$ cat src/rtl/stage_pkg.sv
// Shared definitions for the stage_B -> stage_C pipeline example.
// Holds the output FSM encodings, the default data width and the handshake
// timing constants both stages are written against.
package stage_pkg;

  // Output FSM of stage_c: IDLE is always visited between two presented items.
  typedef enum logic [0:0] {
    IDLE    = 1'b0,
    PRESENT = 1'b1
  } out_state_t;

  // Default data width shared by stage_B and stage_C.
  localparam int unsigned STAGE_WIDTH_DEFAULT = 8;

  // Handshake timing: the consumer raises its capture acknowledge for exactly
  // one cycle; the producer keeps its ready high during that cycle and drops
  // it on the following edge; presented outputs are at least two cycles apart.
  localparam int unsigned ACK_PULSE_CYCLES    = 1;
  localparam int unsigned DIR_HOLD_AFTER_ACK  = 1;
  localparam int unsigned MIN_OUTPUT_SPACING  = 2;

endpackage

$ cat src/rtl/stage_fifo.sv
// Small synchronous FIFO used by stage_c as its input buffer.
// rdata is a register loaded with the head entry on pop; level alone tells
// full and empty, and pointers wrap modulo DEPTH (a power of two).
module stage_fifo #(
  parameter int unsigned WIDTH = 8,
  parameter int unsigned DEPTH = 4
) (
  input  logic                       clk,
  input  logic                       reset,
  input  logic                       push,
  input  logic                       pop,
  input  logic [WIDTH-1:0]           wdata,
  output logic [WIDTH-1:0]           rdata,
  output logic [$clog2(DEPTH):0]     level
);

  localparam int unsigned AW = $clog2(DEPTH);
  localparam int unsigned LW = AW + 1;
  localparam logic [AW-1:0] PTR_ONE = AW'(1);
  localparam logic [LW-1:0] LVL_ONE = LW'(1);

  logic [WIDTH-1:0] mem_r [DEPTH];
  logic [AW-1:0]    wr_ptr_r;
  logic [AW-1:0]    rd_ptr_r;
  logic [LW-1:0]    level_r;
  logic [WIDTH-1:0] rdata_r;

  // Storage write: the entry at wr_ptr is overwritten on push.
  always_ff @(posedge clk or posedge reset) begin
    if (reset) begin
      for (int i = 0; i < int'(DEPTH); i++) begin
        mem_r[i] <= {WIDTH{1'b0}};
      end
    end else if (push) begin
      mem_r[wr_ptr_r] <= wdata;
    end
  end

  // Pointer, occupancy and read-register update; a pop reads the old head.
  always_ff @(posedge clk or posedge reset) begin
    if (reset) begin
      wr_ptr_r <= {AW{1'b0}};
      rd_ptr_r <= {AW{1'b0}};
      level_r  <= {LW{1'b0}};
      rdata_r  <= {WIDTH{1'b0}};
    end else begin
      if (push) begin
        wr_ptr_r <= wr_ptr_r + PTR_ONE;
      end
      if (pop) begin
        rd_ptr_r <= rd_ptr_r + PTR_ONE;
        rdata_r  <= mem_r[rd_ptr_r];
      end
      case ({push, pop})
        2'b10:   level_r <= level_r + LVL_ONE;
        2'b01:   level_r <= level_r - LVL_ONE;
        default: level_r <= level_r;
      endcase
    end
  end

  assign rdata = rdata_r;
  assign level = level_r;

endmodule

$ cat src/rtl/stage_c.sv
// stage_c: consumer stage downstream of stage_B.
// Captures items over DIR/ack_prev into a FIFO, scales each by SCALE and
// presents it on DOR/ack_from_next. Build option STAGE_C_SATURATE_EN clamps
// the scaled value to all-ones instead of keeping its low WIDTH bits.
module stage_c
  import stage_pkg::*;
#(
  parameter int unsigned WIDTH = STAGE_WIDTH_DEFAULT,
  parameter int unsigned DEPTH = 4,
  parameter int unsigned SCALE = 2
) (
  input  logic                   clk,
  input  logic                   reset,
  input  logic                   DIR,
  input  logic [WIDTH-1:0]       data_in,
  output logic                   ack_prev,
  output logic                   DOR,
  output logic [WIDTH-1:0]       data_out,
  input  logic                   ack_from_next,
  output logic [$clog2(DEPTH):0] level
);

  localparam int unsigned LW = $clog2(DEPTH) + 1;
  localparam logic [LW-1:0] LVL_FULL = LW'(DEPTH);

  // Scale in double width, then reduce to WIDTH bits (clamp or wrap).
  function automatic logic [WIDTH-1:0] scale(input logic [WIDTH-1:0] x);
    logic [2*WIDTH-1:0] prod;
    prod = {{WIDTH{1'b0}}, x} * (2*WIDTH)'(SCALE);
`ifdef STAGE_C_SATURATE_EN
    if (prod > {{WIDTH{1'b0}}, {WIDTH{1'b1}}}) begin
      return {WIDTH{1'b1}};
    end else begin
      return prod[WIDTH-1:0];
    end
`else
    return prod[WIDTH-1:0];
`endif
  endfunction

  out_state_t       state_r;
  logic             ack_prev_r;
  logic             dor_r;
  logic             cap_s;
  logic             pop_s;
  logic [WIDTH-1:0] head_s;
  logic [LW-1:0]    level_s;

  // Capture and pop decisions; the !ack_prev guard stops a second capture
  // of the item the producer is still holding during the ack cycle.
  always_comb begin
    cap_s = 1'b0;
    pop_s = 1'b0;
    if (DIR && !ack_prev_r && (level_s < LVL_FULL)) begin
      cap_s = 1'b1;
    end else begin
      cap_s = 1'b0;
    end
    if ((state_r == IDLE) && (level_s != {LW{1'b0}})) begin
      pop_s = 1'b1;
    end else begin
      pop_s = 1'b0;
    end
  end

  stage_fifo #(
    .WIDTH(WIDTH),
    .DEPTH(DEPTH)
  ) u_fifo (
    .clk   (clk),
    .reset (reset),
    .push  (cap_s),
    .pop   (pop_s),
    .wdata (data_in),
    .rdata (head_s),
    .level (level_s)
  );

  // One-cycle acknowledge following each capture.
  always_ff @(posedge clk or posedge reset) begin
    if (reset) begin
      ack_prev_r <= 1'b0;
    end else begin
      ack_prev_r <= cap_s;
    end
  end

  // Output FSM: pop in IDLE, hold in PRESENT until downstream acknowledges.
  always_ff @(posedge clk or posedge reset) begin
    if (reset) begin
      state_r <= IDLE;
      dor_r   <= 1'b0;
    end else begin
      case (state_r)
        IDLE: begin
          if (pop_s) begin
            dor_r   <= 1'b1;
            state_r <= PRESENT;
          end else begin
            dor_r   <= 1'b0;
            state_r <= IDLE;
          end
        end
        PRESENT: begin
          if (ack_from_next) begin
            dor_r   <= 1'b0;
            state_r <= IDLE;
          end else begin
            dor_r   <= 1'b1;
            state_r <= PRESENT;
          end
        end
        default: begin
          dor_r   <= 1'b0;
          state_r <= IDLE;
        end
      endcase
    end
  end

  // data_out is built only from registers: the popped head and DOR, so it
  // changes on the pop edge together with DOR and reads 0 whenever DOR is 0.
  assign data_out = dor_r ? scale(head_s) : {WIDTH{1'b0}};
  assign ack_prev = ack_prev_r;
  assign DOR      = dor_r;
  assign level    = level_s;

endmodule

$ cat config.mk
export PLATFORM = sky130hd
export DESIGN_NAME = stage_c
export DESIGN_NICKNAME = d
export VERILOG_FILES = /design/src/rtl/stage_pkg.sv /design/src/rtl/stage_fifo.sv /design/src/rtl/stage_c.sv
export SDC_FILE = /design/constraint.sdc
export NUM_CORES = 1
export LEC_CHECK = 0
export CAP_MARGIN = 10
export CORE_UTILIZATION = 59
export DETAILED_ROUTE_END_ITERATION = 12
export PLACE_DENSITY_LB_ADDON = 0.3
export SLEW_MARGIN = 30
export SYNTH_ARGS = -nofsm -noshare
export SYNTH_HDL_FRONTEND = slang
export SYNTH_SLANG_ARGS = --single-unit
$ cat constraint.sdc
create_clock -name clk -period 4.4 [get_ports clk]
set_clock_uncertainty 0.05 [all_clocks]
set_input_delay 0.44 -clock clk [delete_from_list [all_inputs] [get_ports clk]]
set_output_delay 0.44 -clock clk [all_outputs]
set_load 0.02 [all_outputs]
* Yosys cells after proc, flatten, opt, wreduce, memory -nomap -nowiden
Index checks and enable logic that the tools add are counted.
Word-level totals: register bits 48, output and inout bits 13, logic and storage cells 43
Cells by class: add/sub/neg operators 4, $lt $le $gt $ge 4, eq/ne operators 2, muxes and demuxes 13, bitwise operators 3, reductions and logical operators 7
Operators by type and width (count):
- 32-bit bitwise mux | 1
- 8-bit binary-select mux with 2-bit select | 1
- 8-bit demux with 2-bit select | 1
- 8-bit 2-to-1 mux | 2
- 7-bit 2-to-1 mux | 2
- 3-bit greater-or-equal comparator (second input constant) | 2
- 2-bit NOT with 3-bit output | 2
- 3-bit case mux with 2 select lines | 1
- 2-bit by 1-bit adder with 2-bit output (second input constant) | 2
- 1-bit logical AND | 4
- 1-bit 2-to-1 mux | 4
- 3-bit by 1-bit adder with 3-bit output (second input constant) | 1
- 3-bit by 1-bit < comparator with 1-bit output (second input constant) | 1
- 3-bit < comparator (second input constant) | 1
- 3-bit nonzero test | 1
- 3-bit by 1-bit subtractor with 3-bit output (second input constant) | 1
- 2-bit by 1-bit equality test with 1-bit output (second input constant) | 1
- 2-bit equality test (second input constant) | 1
- 1-bit case mux with 2 select lines | 1
- 2-bit nonzero test | 1
- 1-bit zero test | 1
- 1-bit NOT | 1

* Logic depth before layout (Yosys ltp)
Gate-level depths: netlist of the first run.
word-level depth 6, gate-level depth with buffers 8

* Cells and area by module
From an unflattened synthesis of the first run, not the netlist that was laid out.
Unflattened totals: cells, all modules 167, area total of the unflattened synthesis 2285.9 um^2
Modules (own cells, without submodules):
- stage_fifo | instances 1, cells an instance 151, area an instance 2145.8 um^2, seq. area each 1176.1 um^2
- stage_c | instances 1, cells an instance 16, area an instance 140.1 um^2, seq. area each 50.0 um^2

* Worst setup path after synthesis of the first run
OpenSTA, ideal clock, no wires.
kind reg2reg, start register, netlist name DOR, end register u_fifo.level_r[2] (netlist: u_fifo.level[2]), setup time 0.080 ns, data arrival time 2.003 ns, required time 4.270 ns, slack 2.266 ns, stages on the path, launching flop included 9, buffers on the path 1, clock period less this slack 2.134 ns, path through dfrtp_1 -> clkbuf_1 -> nor2_2 -> ha_1 -> inv_1 -> fa_1 -> xor2_1 -> nor2_1 -> xor2_1
RTL lines:
- end signal: assignment | line stage_fifo.sv:44 | level_r <= {LW{1'b0}};
- end signal: assignment | line stage_fifo.sv:55 | 2'b10: level_r <= level_r + LVL_ONE;
- end signal: assignment | line stage_fifo.sv:56 | 2'b01: level_r <= level_r - LVL_ONE;
- end: declaration | line stage_fifo.sv:25 | logic [LW-1:0] level_r;

* Final worst setup path of the first run
start register u_fifo.level_r[2] (netlist: u_fifo.level[2]), end register u_fifo.level_r[2] (netlist: u_fifo.level[2])
On the way: cells in the longest elaborated chain, start to end 5
Ends and longest elaborated chain:
- 3-bit nonzero test * | line stage_c.sv:59 | if ((state_r == IDLE) && (level_s != {LW{1'b0}})) begin
- 1-bit logical AND * | line stage_c.sv:59
- 1-bit 2-to-1 mux * | line stage_c.sv:59
- net pop_s | line stage_c.sv:45 | logic pop_s;
- 2-bit by 1-bit equality test with 1-bit output / 2-bit equality test (equally long branches) | line stage_fifo.sv:54 | case ({push, pop})
- 3-bit case mux with 2 select lines / 2-bit nonzero test (equally long branches)
The timed path passes the listed nets; every way through them passes the cells marked *. A chain may end at the register's enable or synchronous reset.

==> run_results.csv, run 1 <==
group,metric,value,unit
floorplanning,start_util,0.614,
cts,cts_max_path_buffers,2,
pwr,leakage,1.01,nW
cells_and_area,final_cells,202,
yosys,synth_top_cell_area_share,0.538,
cts,cts_setup_buffers,0,
floorplanning,io_pins,25,
sta,drv_slew,0,
floorplanning,core_area,3340,µm²
detailed_routing,wl,3.45,mm
pwr,irDropWorstVdd,0.362,mV
yosys,synth_mux_area_frac,0.286,
sta,max_slew_margin,0.638,
yosys,synth-compound-area-share,0.00244,
critical_path,worstPathRequired,4.63,ns
global_route,antenna_found_initial,0,
yosys,synth_cells,134,
yosys,synthXorXnorAreaFrac,0.0257,
detailed_routing,drt_iter0_markers,18,
cts,htree_num_levels,2,
yosys,yosysMostFrequentCell,"dfrtp_1",
global_route,grt.total_usage,0.218,
floorplanning,die-width,60.9,µm
cts,cts_hold_buf,0,
yosys,synth_commonest_cells,"44 x dfrtp_1, 35 x mux2_2, 7 x and2_1, 7 x inv_1",
sta,fin_crit_sh,0.523,
cts,path_clk_slew,0.12,ns
floorplanning,die_h,60.9,µm
flow_run,maxCapViolations,0,
placed_design,numPortBuffers,22,
cts,cts.sinks,44,
detailed_routing,wire_per_inst,17.1,µm
yosys,ys_types,23,
yosys,seq_area_frac_synth,0.538,
sta,period_minus_slack,2.30,ns
pwr,power_density,716,nW/µm²
cts,root_buffer,"clkbuf_4",
global_route,gr-total-overflow,0,
yosys,synthAdderAreaFrac,0.0403,
yosys,synthArstFlopShare,1.00,
yosys,synth_area_per_cell,15.3,µm²
critical_path,critPathKind,"reg -> reg",
yosys,synth_area_leaders,"dfrtp_1 54%, mux2_2 19%, mux4_1 5.1%",
yosys,synth_fp_nets,152,
global_route,grt_pass1_wl,5.48,mm
sta,finalSetupTns,0,ns
detailed_routing,drc_errors,0,
cts,clk_latency,0.35,ns
cells_and_area,drive_gt1_frac,0.333,
cts,cts_inserted_buffers,5,
yosys,synth.cell_area,2050,µm²
sta,max_freq,434,MHz
yosys,yosysWarnings,0,
sta,tightest_slew,0.544,ns
floorplanning,row_count,21,
sta,hold_viol,0,
placed_design,gp_congestion,0.703,
cts,cts_tree,"done",
yosys,ys_ff_latch,44,
detailed_routing,vias,1102,
yosys,synth_ff_type,"dfrtp_1",
detailed_routing,drt_pass1_iterations,3,
yosys,yosys.area_share.simple,0.0580,
detailed_routing,vias_per_cell,5.46,
yosys,yosys.area.top_type,"dfrtp_1",
placed_design,placedCellCount,195,
cts,cts-resized-gates,0,
sta,setup_viol,0,
critical_path,crit_fanout,9,
hold_path,hold_class,"reg -> reg",
cells_and_area,syn_to_final_growth,12.9,%
global_route,grt_pass1_vias,1119,
sta,rsz0062_at_grt,"no",
detailed_routing,antenna_left,0,
critical_path,end_kind,"flop",
cells_and_area,fin_nets,174,
yosys,synth_top_family_by_area,"multiplexers",
critical_path,start_kind,"flop",
global_route,grt_start_max_net_pins,45,
floorplanning,die_area,3710,µm²
critical_path,arrival,2.53,ns
run_status,status,"finished, final reports clean",
cells_and_area,n_antenna_cell,0,
yosys,synth-edff-count,0,
cells_and_area,fillers,255,
placed_design,place_hpwl,2.42,mm
-- layout make-up --
class / count / area [µm²] / share of cell area
multi-input combinational: 75 / 850 / 0.367
timing repair buffer: 23 / 228 / 0.0985
inverter: 7 / 26.3 / 0.0114
sequential: 44 / 1100 / 0.476
clock inverter: 2 / 12.5 / 0.00541
tap: 46 / 57.6 / 0.0249
clock buffer: 5 / 37.5 / 0.0162
-- registers in the layout, indices dropped and copies added (netlist names) --
| register | flops |
|---|---|
| DOR | 1 |
| ack_prev | 1 |
| u_fifo.level | 3 |
| u_fifo.mem_r | 28 |
| u_fifo.rd_ptr_r | 2 |
| u_fifo.rdata | 7 |
| u_fifo.wr_ptr_r | 2 |
-- through the flow --
stage	total power, mW	util	area, µm²	hold WS [ns]	worst slack [ns]
6_report	1.65	0.693	2310	0.461	2.10
5_1_grt	1.77	0.693	2310	0.487	1.91
4_1_cts	1.67	0.693	2310	0.466	2.09
3_5_place_dp	1.49	0.678	2260	0.439	2.08
3_3_place_gp	1.43	0.678	2260	0.431	2.13
2_1_floorplan	1.28	-	2050	0.422	2.27
-- cell families (layout without fill, tap and decap cells) --
group           Yosys count  in the layout
other cells               1              1
compound gates            1              1
xor+xnor                  6              6
fa+ha+maj                 6              6
mux                      44             44
flops                    44             44
simple gates             17             17
buf+inv                  15             37
-- where the power goes --
part	switching (mW)	internal, mW	total (mW)	leakage, nW
registers	0.155	0.607	0.762	0.530
clock network	0.125	0.0584	0.183	0.0271
logic	0.279	0.432	0.710	0.455
total	0.558	1.10	1.65	1.01
-- layer usage --
layer | track usage | wire length [µm]
met1 | 0.288 | 1520
met2 | 0.344 | 1760
met3 | 0.0704 | 110
met4 | 0.0714 | 64
met5 | 0 | 0
-- critical path: stages (launching register included) --
cell,delay [ns]
dfrtp_1,0.48
nor3_1,0.13
nor2_2,0.44
ha_1,0.28
inv_1,0.06
fa_1,0.37
xor2_1,0.15
nor2_1,0.11
xor2_1,0.16
-- cell usage in the layout (no fill, tap or decap), drive strengths merged, types with 2 or more instances in the layout --
cell / instances
dfrtp: 44
clkbuf: 5
nor3b: 2
and2: 11
nor2: 2
mux4: 7
inv: 7
clkdlybuf4s50: 22
mux2i: 2
mux2: 35
xor2: 4
ha: 5
xnor2: 2
-- worst paths after layout --
check                                                 start                           to  slack (ns)  cells past startpoint
max in group asynchronous                             reset  u_fifo.mem_r[6]$_DFFE_PP0P_        3.46                      3
min in group asynchronous                             reset  u_fifo.rdata[4]$_DFFE_PP0P_        0.47                      3
worst min register to register  u_fifo.rdata[2]$_DFFE_PP0P_  u_fifo.rdata[2]$_DFFE_PP0P_        0.46                      1
worst max register to register  u_fifo.level[2]$_DFFE_PP0P_  u_fifo.level[2]$_DFFE_PP0P_        2.10                      8
worst max-delay path            u_fifo.level[2]$_DFFE_PP0P_  u_fifo.level[2]$_DFFE_PP0P_        2.10                      8
worst min-delay path            u_fifo.rdata[2]$_DFFE_PP0P_  u_fifo.rdata[2]$_DFFE_PP0P_        0.46                      1
Power figures use the tool's default switching activity.
==> run 2, diff against run 1 <==
--- a/config.mk
+++ b/config.mk
@@ -6,7 +6,7 @@
 export NUM_CORES = 1
 export LEC_CHECK = 0
 export CAP_MARGIN = 10
-export CORE_UTILIZATION = 59
+export CORE_UTILIZATION = 55
 export DETAILED_ROUTE_END_ITERATION = 12
 export PLACE_DENSITY_LB_ADDON = 0.3
 export SLEW_MARGIN = 30
==> constraint.sdc (replaced) <==
create_clock -name clk -period 2.4 [get_ports clk]
set_clock_uncertainty 0.05 [all_clocks]
set_input_delay 0.24 -clock clk [delete_from_list [all_inputs] [get_ports clk]]
set_output_delay 0.24 -clock clk [all_outputs]
set_load 0.02 [all_outputs]
==> run 2 against run 1 <==
Against the previous run: critical path depth did not move; flip-flop and latch count did not move; largest cell class unchanged; via count fell by 1.0%; count of clock-buffer cells in the layout rose by 1; setup slack got worse by 1.6 ns; worst hold slack got worse by 0.13 ns; core utilization rose by 0.39 points; highest routed layer unchanged; largest power group unchanged.
==> run_results.csv, run 2 (synthesis results as in run 1) <==
group,metric,value,unit
cts,cts_setup_buffers,0,
critical_path,arrival,2.06,ns
critical_path,crit_fanout,4,
placed_design,pre_cts_ws,0.365,ns
cells_and_area,drive_gt1_frac,0.346,
critical_path,critPathKind,"reg -> reg",
cells_and_area,final_cells,205,
cts,cts_max_path_buffers,2,
placed_design,gp_congestion,0.666,
cts,cts_tree,"done",
pwr,leakage,1.06,nW
detailed_routing,vias_per_cell,5.32,
detailed_routing,drt_iter0_markers,70,
hold_path,hold_class,"in -> async",
detailed_routing,drc_errors,0,
cells_and_area,fin_nets,176,
detailed_routing,vias,1091,
floorplanning,die-width,63.0,µm
detailed_routing,top_layer_used,"met4",
global_route,grt_start_max_net_pins,45,
sta,setup_viol,0,
critical_path,end_kind,"flop",
floorplanning,start_util,0.595,
cts,root_buffer,"clkbuf_8",
cts,path_clk_slew,0.08,ns
placed_design,place_hpwl,2.42,mm
cells_and_area,final_util,0.697,
cells_and_area,layout_commonest_cell,"dfrtp_1",
detailed_routing,wl,3.43,mm
floorplanning,die_area,3970,µm²
critical_path,worstPathRequired,2.53,ns
run_status,status,"finished, final reports clean",
flow_run,maxCapViolations,0,
global_route,gr-total-overflow,0,
floorplanning,row_count,21,
sta,finalSetupTns,0,ns
pwr,power_density,1380,nW/µm²
detailed_routing,wl_met1,1.43,mm
cts,htree_num_levels,2,
detailed_routing,wire_per_inst,16.7,µm
cts,cts.sinks,44,
cts,cts_inserted_buffers,5,
cts,clk_latency,0.30,ns
global_route,grt.total_usage,0.209,
critical_path,crit-reg2reg-launch,"u_fifo.level[2]$_DFFE_PP0P_",
detailed_routing,wl_met3,133,µm
pwr,report.power.total,3.32,mW
cells_and_area,multiInputGateArea,850,µm²
floorplanning,io_pins,25,
cells_and_area,n_antenna_cell,0,
sta,max_freq,519,MHz
sta,hold_viol,0,
cells_and_area,regMostFlops,"u_fifo.mem_r",
detailed_routing,wl_met2,1.82,mm
cells_and_area,mostFrequentLayoutCells,"44 x dfrtp_1, 35 x mux2_2, 22 x clkdlybuf4s50_1, 7 x inv_1, 7 x and2_1",
cells_and_area,largest_register_ffs,28,
sta,rsz0062_at_grt,"no",
global_route,antenna_found_initial,0,
sta,fin_crit_sh,0.802,
floorplanning,die_h,63.0,µm
floorplanning,core_area,3440,µm²
critical_path,timing.rr.end,"u_fifo.level[2]$_DFFE_PP0P_",
critical_path,ff2ff_setup_slack,0.47,ns
sta,holdWs,0.328,ns
cts,cts-resized-gates,0,
critical_path,start_kind,"flop",
cells_and_area,seq_area,1100,µm²
detailed_routing,antenna_left,0,
sta,period_minus_slack,1.93,ns
sta,tightest_slew,0.541,ns
global_route,grt_pass1_vias,1203,
sta,setup_ws,0.475,ns
cells_and_area,syn_to_final_growth,17.1,%
sta,drv_slew,0,
cells_and_area,final_area,2400,µm²
cells_and_area,fillers,253,
sta,max_slew_margin,0.640,
placed_design,numPortBuffers,22,
detailed_routing,drt_pass1_iterations,4,
placed_design,placed_cell_area,2280,µm²
cts,cts_hold_buf,0,
placed_design,placedCellCount,197,
global_route,grt_pass1_wl,6.12,mm
pwr,irDropWorstVdd,0.550,mV
critical_path,reg2reg_depth,8,
[run 2: cell type report]
| cell class | count | area share |
|---|---|---|
| multi-input cells | 75 | 0.354 |
| repair buffers | 25 | 0.101 |
| clock buffers | 6 | 0.0344 |
| inverters | 7 | 0.0110 |
| flip-flops and latches | 44 | 0.459 |
| clock inverters | 2 | 0.0162 |
| well taps | 46 | 0.0240 |
[run 2: critical path, cell delays in order, from the launching register on]
cell,delay [ns]
dfrtp_1,0.45
nor3_1,0.42
nor2_2,0.08
ha_1,0.21
inv_1,0.07
fa_1,0.17
xor2_1,0.15
nor2_1,0.06
xor2_1,0.14
[run 2: worst max path at each step]
stage                                      startpoint                     endpoint  cells after the start
after floorplan                         DOR$_DFF_PP0_  u_fifo.level[2]$_DFFE_PP0P_                      8
after global placement                            DIR  u_fifo.level[2]$_DFFE_PP0P_                      9
after detailed placement                          DIR  u_fifo.level[2]$_DFFE_PP0P_                      9
after CTS                 u_fifo.level[2]$_DFFE_PP0P_  u_fifo.level[2]$_DFFE_PP0P_                      8
after global routing      u_fifo.level[2]$_DFFE_PP0P_  u_fifo.level[2]$_DFFE_PP0P_                      8
final                     u_fifo.level[2]$_DFFE_PP0P_  u_fifo.level[2]$_DFFE_PP0P_                      8
[run 2: power by group]
group / internal, mW / switching [mW]
logic: 0.806 / 0.526
registers: 1.12 / 0.280
clock network: 0.340 / 0.249
[run 2: layer usage]
metal  vias up  GRT usage
met5         -          0
met4         0     0.0698
met3         7     0.0602
met2        24      0.359
met1       553      0.251
li1        507          -
